File: src/rtl/rf_write_sched.sv
// rf_write_sched: write-port scheduler for a register bank of dff_en gated-clock words.
// Arbitrates NREQ requesters onto one write port; word enables are retimed to the
// falling clock edge so every word gate sees a full, glitch-free clk-high phase.
// Optional feature: define RFWR_RR_EN for round-robin arbitration (fixed priority otherwise).
module rf_write_sched #(
    parameter int unsigned NREQ   = 4,
    parameter int unsigned DATA_W = 8,
    parameter int unsigned ADDR_W = 3,
    parameter int unsigned NWORDS = 8
) (
    input  logic                   clk,
    input  logic                   rst_n,
    input  logic [NREQ-1:0]        req,
    input  logic [NREQ*ADDR_W-1:0] req_addr,
    input  logic [NREQ*DATA_W-1:0] req_data,
    output logic [NREQ-1:0]        gnt,
    output logic [NWORDS-1:0]      word_en,
    output logic [DATA_W-1:0]      wr_data,
    output logic                   addr_err,
    output logic                   busy
);
    localparam int unsigned IDX_W = (NREQ > 1) ? $clog2(NREQ) : 1;

    typedef enum logic [1:0] {
        S_IDLE = 2'd0,
        S_WR   = 2'd1,
        S_ACK  = 2'd2
    } state_t;

    state_t            state_q, state_d;
    logic [ADDR_W-1:0] wa_q, wa_d;
    logic [DATA_W-1:0] wd_d;
    logic [IDX_W-1:0]  win_q, win_d;
    logic [NREQ-1:0]   gnt_d;
    logic              addr_err_d;
    logic              busy_d;
    logic [NREQ-1:0]   cand_c;
    logic              found_c;
    logic [IDX_W-1:0]  pick_c;
    logic [NWORDS-1:0] word_en_c;
    logic [ADDR_W-1:0] addr_a [NREQ];
    logic [DATA_W-1:0] data_a [NREQ];
`ifdef RFWR_RR_EN
    logic [IDX_W-1:0]  rr_ptr_q, rr_ptr_d;
`endif

    // Split the flat request buses into per-requester fields
    for (genvar g = 0; g < NREQ; g++) begin : g_unpack
        assign addr_a[g] = req_addr[g*ADDR_W +: ADDR_W];
        assign data_a[g] = req_data[g*DATA_W +: DATA_W];
    end

    // Arbiter: the winner of the previous decision is masked for the decision ending ACK
    always_comb begin
        int unsigned idx;
        idx     = 0;
        cand_c  = req;
        found_c = 1'b0;
        pick_c  = '0;
        if (state_q == S_ACK) begin
            cand_c[win_q] = 1'b0;
        end
        for (int unsigned k = 0; k < NREQ; k++) begin
`ifdef RFWR_RR_EN
            idx = 32'(rr_ptr_q) + k;
            if (idx >= NREQ) begin
                idx = idx - NREQ;
            end
`else
            idx = k;
`endif
            if (!found_c && cand_c[IDX_W'(idx)]) begin
                found_c = 1'b1;
                pick_c  = IDX_W'(idx);
            end
        end
    end

    // Next-state and next-output logic
    always_comb begin
        state_d    = state_q;
        wa_d       = wa_q;
        wd_d       = wr_data;
        win_d      = win_q;
        gnt_d      = '0;
        addr_err_d = 1'b0;
        busy_d     = 1'b0;
`ifdef RFWR_RR_EN
        rr_ptr_d   = rr_ptr_q;
`endif
        case (state_q)
            S_IDLE, S_ACK: begin
                if (found_c) begin
                    state_d = S_WR;
                    wa_d    = addr_a[pick_c];
                    wd_d    = data_a[pick_c];
                    win_d   = pick_c;
                    busy_d  = 1'b1;
`ifdef RFWR_RR_EN
                    rr_ptr_d = (32'(pick_c) == NREQ - 1) ? '0 : pick_c + 1'b1;
`endif
                end else begin
                    state_d = S_IDLE;
                end
            end
            S_WR: begin
                state_d       = S_ACK;
                gnt_d[win_q]  = 1'b1;
                addr_err_d    = (32'(wa_q) >= NWORDS);
                busy_d        = 1'b1;
            end
            default: state_d = S_IDLE;
        endcase
    end

    // State and registered outputs
    always_ff @(posedge clk or negedge rst_n) begin
        if (!rst_n) begin
            state_q  <= S_IDLE;
            wa_q     <= '0;
            wr_data  <= '0;
            win_q    <= '0;
            gnt      <= '0;
            addr_err <= 1'b0;
            busy     <= 1'b0;
`ifdef RFWR_RR_EN
            rr_ptr_q <= '0;
`endif
        end else begin
            state_q  <= state_d;
            wa_q     <= wa_d;
            wr_data  <= wd_d;
            win_q    <= win_d;
            gnt      <= gnt_d;
            addr_err <= addr_err_d;
            busy     <= busy_d;
`ifdef RFWR_RR_EN
            rr_ptr_q <= rr_ptr_d;
`endif
        end
    end

    // One-hot word enable decoded from registered state; out-of-range addresses enable nothing
    always_comb begin
        word_en_c = '0;
        for (int unsigned i = 0; i < NWORDS; i++) begin
            word_en_c[i] = (state_q == S_WR) && (32'(wa_q) == i);
        end
    end

    // Retime enables onto the falling edge so they never move while clk is high
    always_ff @(negedge clk or negedge rst_n) begin
        if (!rst_n) begin
            word_en <= '0;
        end else begin
            word_en <= word_en_c;
        end
    end

endmodule
File: config.mk
export PLATFORM = sky130hd
export DESIGN_NAME = rf_write_sched
export DESIGN_NICKNAME = d
export VERILOG_FILES = /design/src/rtl/rf_write_sched.sv
export SDC_FILE = /design/constraint.sdc
export NUM_CORES = 1
export LEC_CHECK = 0
export CAP_MARGIN = 20
export CORE_UTILIZATION = 41
export DETAILED_ROUTE_END_ITERATION = 6
export GPL_TIMING_DRIVEN = 0
export HOLD_SLACK_MARGIN = 0.03
export PLACE_DENSITY = 0.79
export SLEW_MARGIN = 20
export SYNTH_ARGS = -nofsm -noshare
export SYNTH_HDL_FRONTEND = slang
export SYNTH_SLANG_ARGS = --single-unit
File: constraint.sdc
create_clock -name clk -period 2.4 [get_ports clk]
set_clock_uncertainty 0.2 [all_clocks]
set_input_delay 0.36 -clock clk [delete_from_list [all_inputs] [get_ports clk]]
set_output_delay 0.36 -clock clk [all_outputs]
set_load 0.005 [all_outputs]
Yosys cells after proc, flatten, opt, wreduce, memory -nomap -nowiden:

Index checks and enable logic that the tools add are counted.

* order comparisons: 3
* eq/ne operators: 9
* muxes and demuxes: 21
* bitwise logic cells: 3
* reductions and logical operators: 19

Operator list (number)
* $bmux 8 s2: 1
* $mux 8: 2
* $eq 3x3->1 const B: 4
* $logic_and 1x1->1: 12
* $mux 1: 8
* $mux 4: 2
* $bmux 3 s2: 1
* $eq 3x2->1 const B: 2
* $mux 3: 2
* $and 4x4->4: 1
* $mux 2: 2
* $not 4->4: 1
* $pmux 2 s2: 1
* $eq 3x1->1 const B: 1
* $ge 3x3->1 const B: 1
* $logic_not 1->1: 3
* $logic_not 3->1: 1
* $lt 2x3->1 const B: 1
* $not 2->3: 1
* $demux 1 s2: 1
* $eq 2x1->1 const B: 1
* $eq 2x2->1 const B: 1
* $ge 2x1->1 const B: 1
* $logic_not 2->1: 1
* 3 further kinds: 3

* bits in registers: 28
* input port bits: 50
* output and inout bits: 22
* logic and storage cells: 62

Longest topological paths before layout:

* depth in word-level cells: 21
* mapped depth: 6
* mapped depth without buffers: 4

==> impl_metrics.yaml <==
timing:
  setup_slack_ns: -0.135
  worst_pin_slew_ns: 0.600
  slew_headroom_pct: 60.0
  slew_violations: 0
  setup_viol: 8
  whs_ns: 0.353
  rsz0062_at_grt: "yes"
  hold_violations: 0
layout:
  layout-drive-gt1-share_pct: 21.9
  fin_nets: 275
  antenna_cells: 0
  nFillCells: 308
  layout.cells.non_filler: 272
  area_growth_pct: 54.2
setup_path:
  cp-end-kind: "output pin"
  max_stage_delay_ns: 0.39
  crit_type: "flop to output pin"
  cp_max_fo: 1
  required_ns: 1.84
  cp_slowest_cell: "dfrtn_1"
  crit_path_start_kind: "flop"
  cp.arrival_ns: 1.98
  cp.buffers_inverters: 1
  path_depth: 1
  crit_family: "flip-flops"
  r2r_cells: 5
  path_cells: "buf_2"
routing:
  drtAntennaViolNets: 0
  dr.pass1.iters: 5
  routed_wirelength_um: 4440
  vias_per_cell: 5.82
  drc: 0
  via_count: 1582
  wl_per_cell_um: 16.3
  drtIter0Drc: 91
worst_hold_path:
  hold_path_class: "input pin to async pin"
pwr:
  peakVddDrop_v: 0.000412
  power.density_mw_per_mm2: 1020
  p_leak_uw: 0.00106
logic_synthesis:
  avgSynthCellArea_um2: 10.9
  yosys_register_bits: 28
  synth_edf_count: 0
  synthFlopType: "dfrtp_1"
  yosysUniqueCellTypes: 37
  synth.most_common_cell: "dfrtp_1"
  synthCells: 146
  synth_top_area_share_pct: 31.3
  synth_nets: 196
  synth_common_cells: "dfrtp_1, a221oi_1, nor3_1, mux2i_1, a211oi_2"
  synth_area_leader_cell: "dfrtp_1"
  yosysWarnings: 0
  synth_area_leaders: "dfrtp_1, dfrtn_1, a221oi_1"
  synthArstFlopShare_pct: 100
  netlist_area_mm2: 0.00160
  yosysSeqAreaShare_pct: 43.9
clock_network:
  cts_tree: "done"
  clkTransAtPathRegs_ns: 0.10
  clkSinkCount: 28
  insertion_delay_ns: 0.28
  cts_root_buf: "clkbuf_8"
  cts-buffers-inserted: 3
  htree_num_levels: 1
  cts_buffer_depth: 2
global_route:
  grt_max_degree: 29
  grt_pass1_wl_um: 7410
  antenna_found_initial: 0
  grt_usage_pct: 23.2
  grt_pass1_vias: 1609
  grt_overflow: 0
placed_design:
  dp_cells: 264
  hpwl_um: 3170
  gp_congestion: 0.893
  portBuffers: 70
floorplanning:
  fp.dieH_um: 64.4
  io_pins: 72
  dieArea_mm2: 0.00415
  core_mm2: 0.00369
  row_count: 22
  start_util_pct: 43.3
  die_x_um: 64.4
run_status:
  status: "finished with violations"
  violations: "setup timing"
run:
  maxCapViolCount: 0
## placed cells by master (no fill, tap or decap), types with 2 or more instances in the layout
master	count
clkbuf_1	2
buf_6	2
mux2i_1	12
and3_1	2
dfrtp_1	20
nor2_1	5
nor3_1	15
nand3_1	2
mux2_2	2
inv_1	3
clkbuf_8	3
dfrtn_1	8
a21oi_1	3
nand2b_1	5
a221oi_1	19
nand2_1	4
a211oi_2	9
clkdlybuf4s50_1	61
buf_4	10
buf_2	11
## registers in the layout, summed over array words and instances, names as in the netlist
name,cells
gnt,4
wa_q,3
word_en,8
win_q,2
busy,1
state_q,2
wr_data,8
## routing by layer
metal,up-vias,share of wire [%],wire length (um),track usage (%)
met5,-,0,0,0
met4,0,1.7,74,9.17
met3,9,8.0,355,5.36
met2,91,51,2260,41.3
met1,759,40,1760,26.5
li1,723,-,-,-
## kinds of logic after synthesis
family	after synthesis	share of synthesized area, %
and+or+nand+nor	42	14.6
muxes	14	8.93
AOI/OAI and AO/OA	43	26.0
DFF	28	43.9
other	1	0.235
buffers and inverters	18	6.35
## power by group
group / leakage, uW / internal (uW) / total (uW) / switching [uW]
Combinational: 0.000675 / 709 / 1380 / 676
Sequential: 0.000349 / 660 / 794 / 134
Clock: 0.0000339 / 182 / 341 / 159
## cell type report
class	instances	area (um2)	share of cell area, %
timing repair buffer	76	706	28.7
inverter	4	17.5	0.712
sequential	28	701	28.5
tap	48	60.1	2.44
buffer	12	82.6	3.36
clock buffer	4	66.3	2.69
multi-input combinational	100	828	33.7
## worst paths after layout
path,start,endpoint,slack [ns]
worst max-delay path,word_en[3],word_en[3],-0.14
worst min-delay path,rst_n,state_q[1],0.35
worst max register to register,state_q[1],word_en[7],0.06
worst min register to register,wr_data[6],wr_data[6],0.36
max in group asynchronous,rst_n,word_en[2],0.26
min in group clk,wr_data[6],wr_data[6],0.36
## stage by stage
step / worst slack (ns) / total power [uW] / setup TNS (ns) / cell area, um2 / utilization [%]
6_report: -0.135 / 2520 / -1.06 / 2460 / 66.7
5_1_grt: -0.179 / 2690 / -1.33 / 2460 / 66.7
4_1_cts: -0.135 / 2470 / -1.04 / 2440 / 66.2
3_5_place_dp: -0.222 / 2140 / -2.88 / 2390 / 64.9
3_3_place_gp: -0.768 / 2110 / -8.70 / 2400 / 65.1
2_1_floorplan: -0.00801 / 1610 / -0.0300 / 1640 / -
## repair_timing
action	4_1_cts	5_1_grt
pin swaps	0	0
hold endpoints to repair	20	0
gates resized for setup	32	2
buffers inserted	2	3
endpoints found under the setup margin	14	21
hold buffers	1	0
cloned	0	0
No activity file was read; power rests on OpenSTA's default activity.
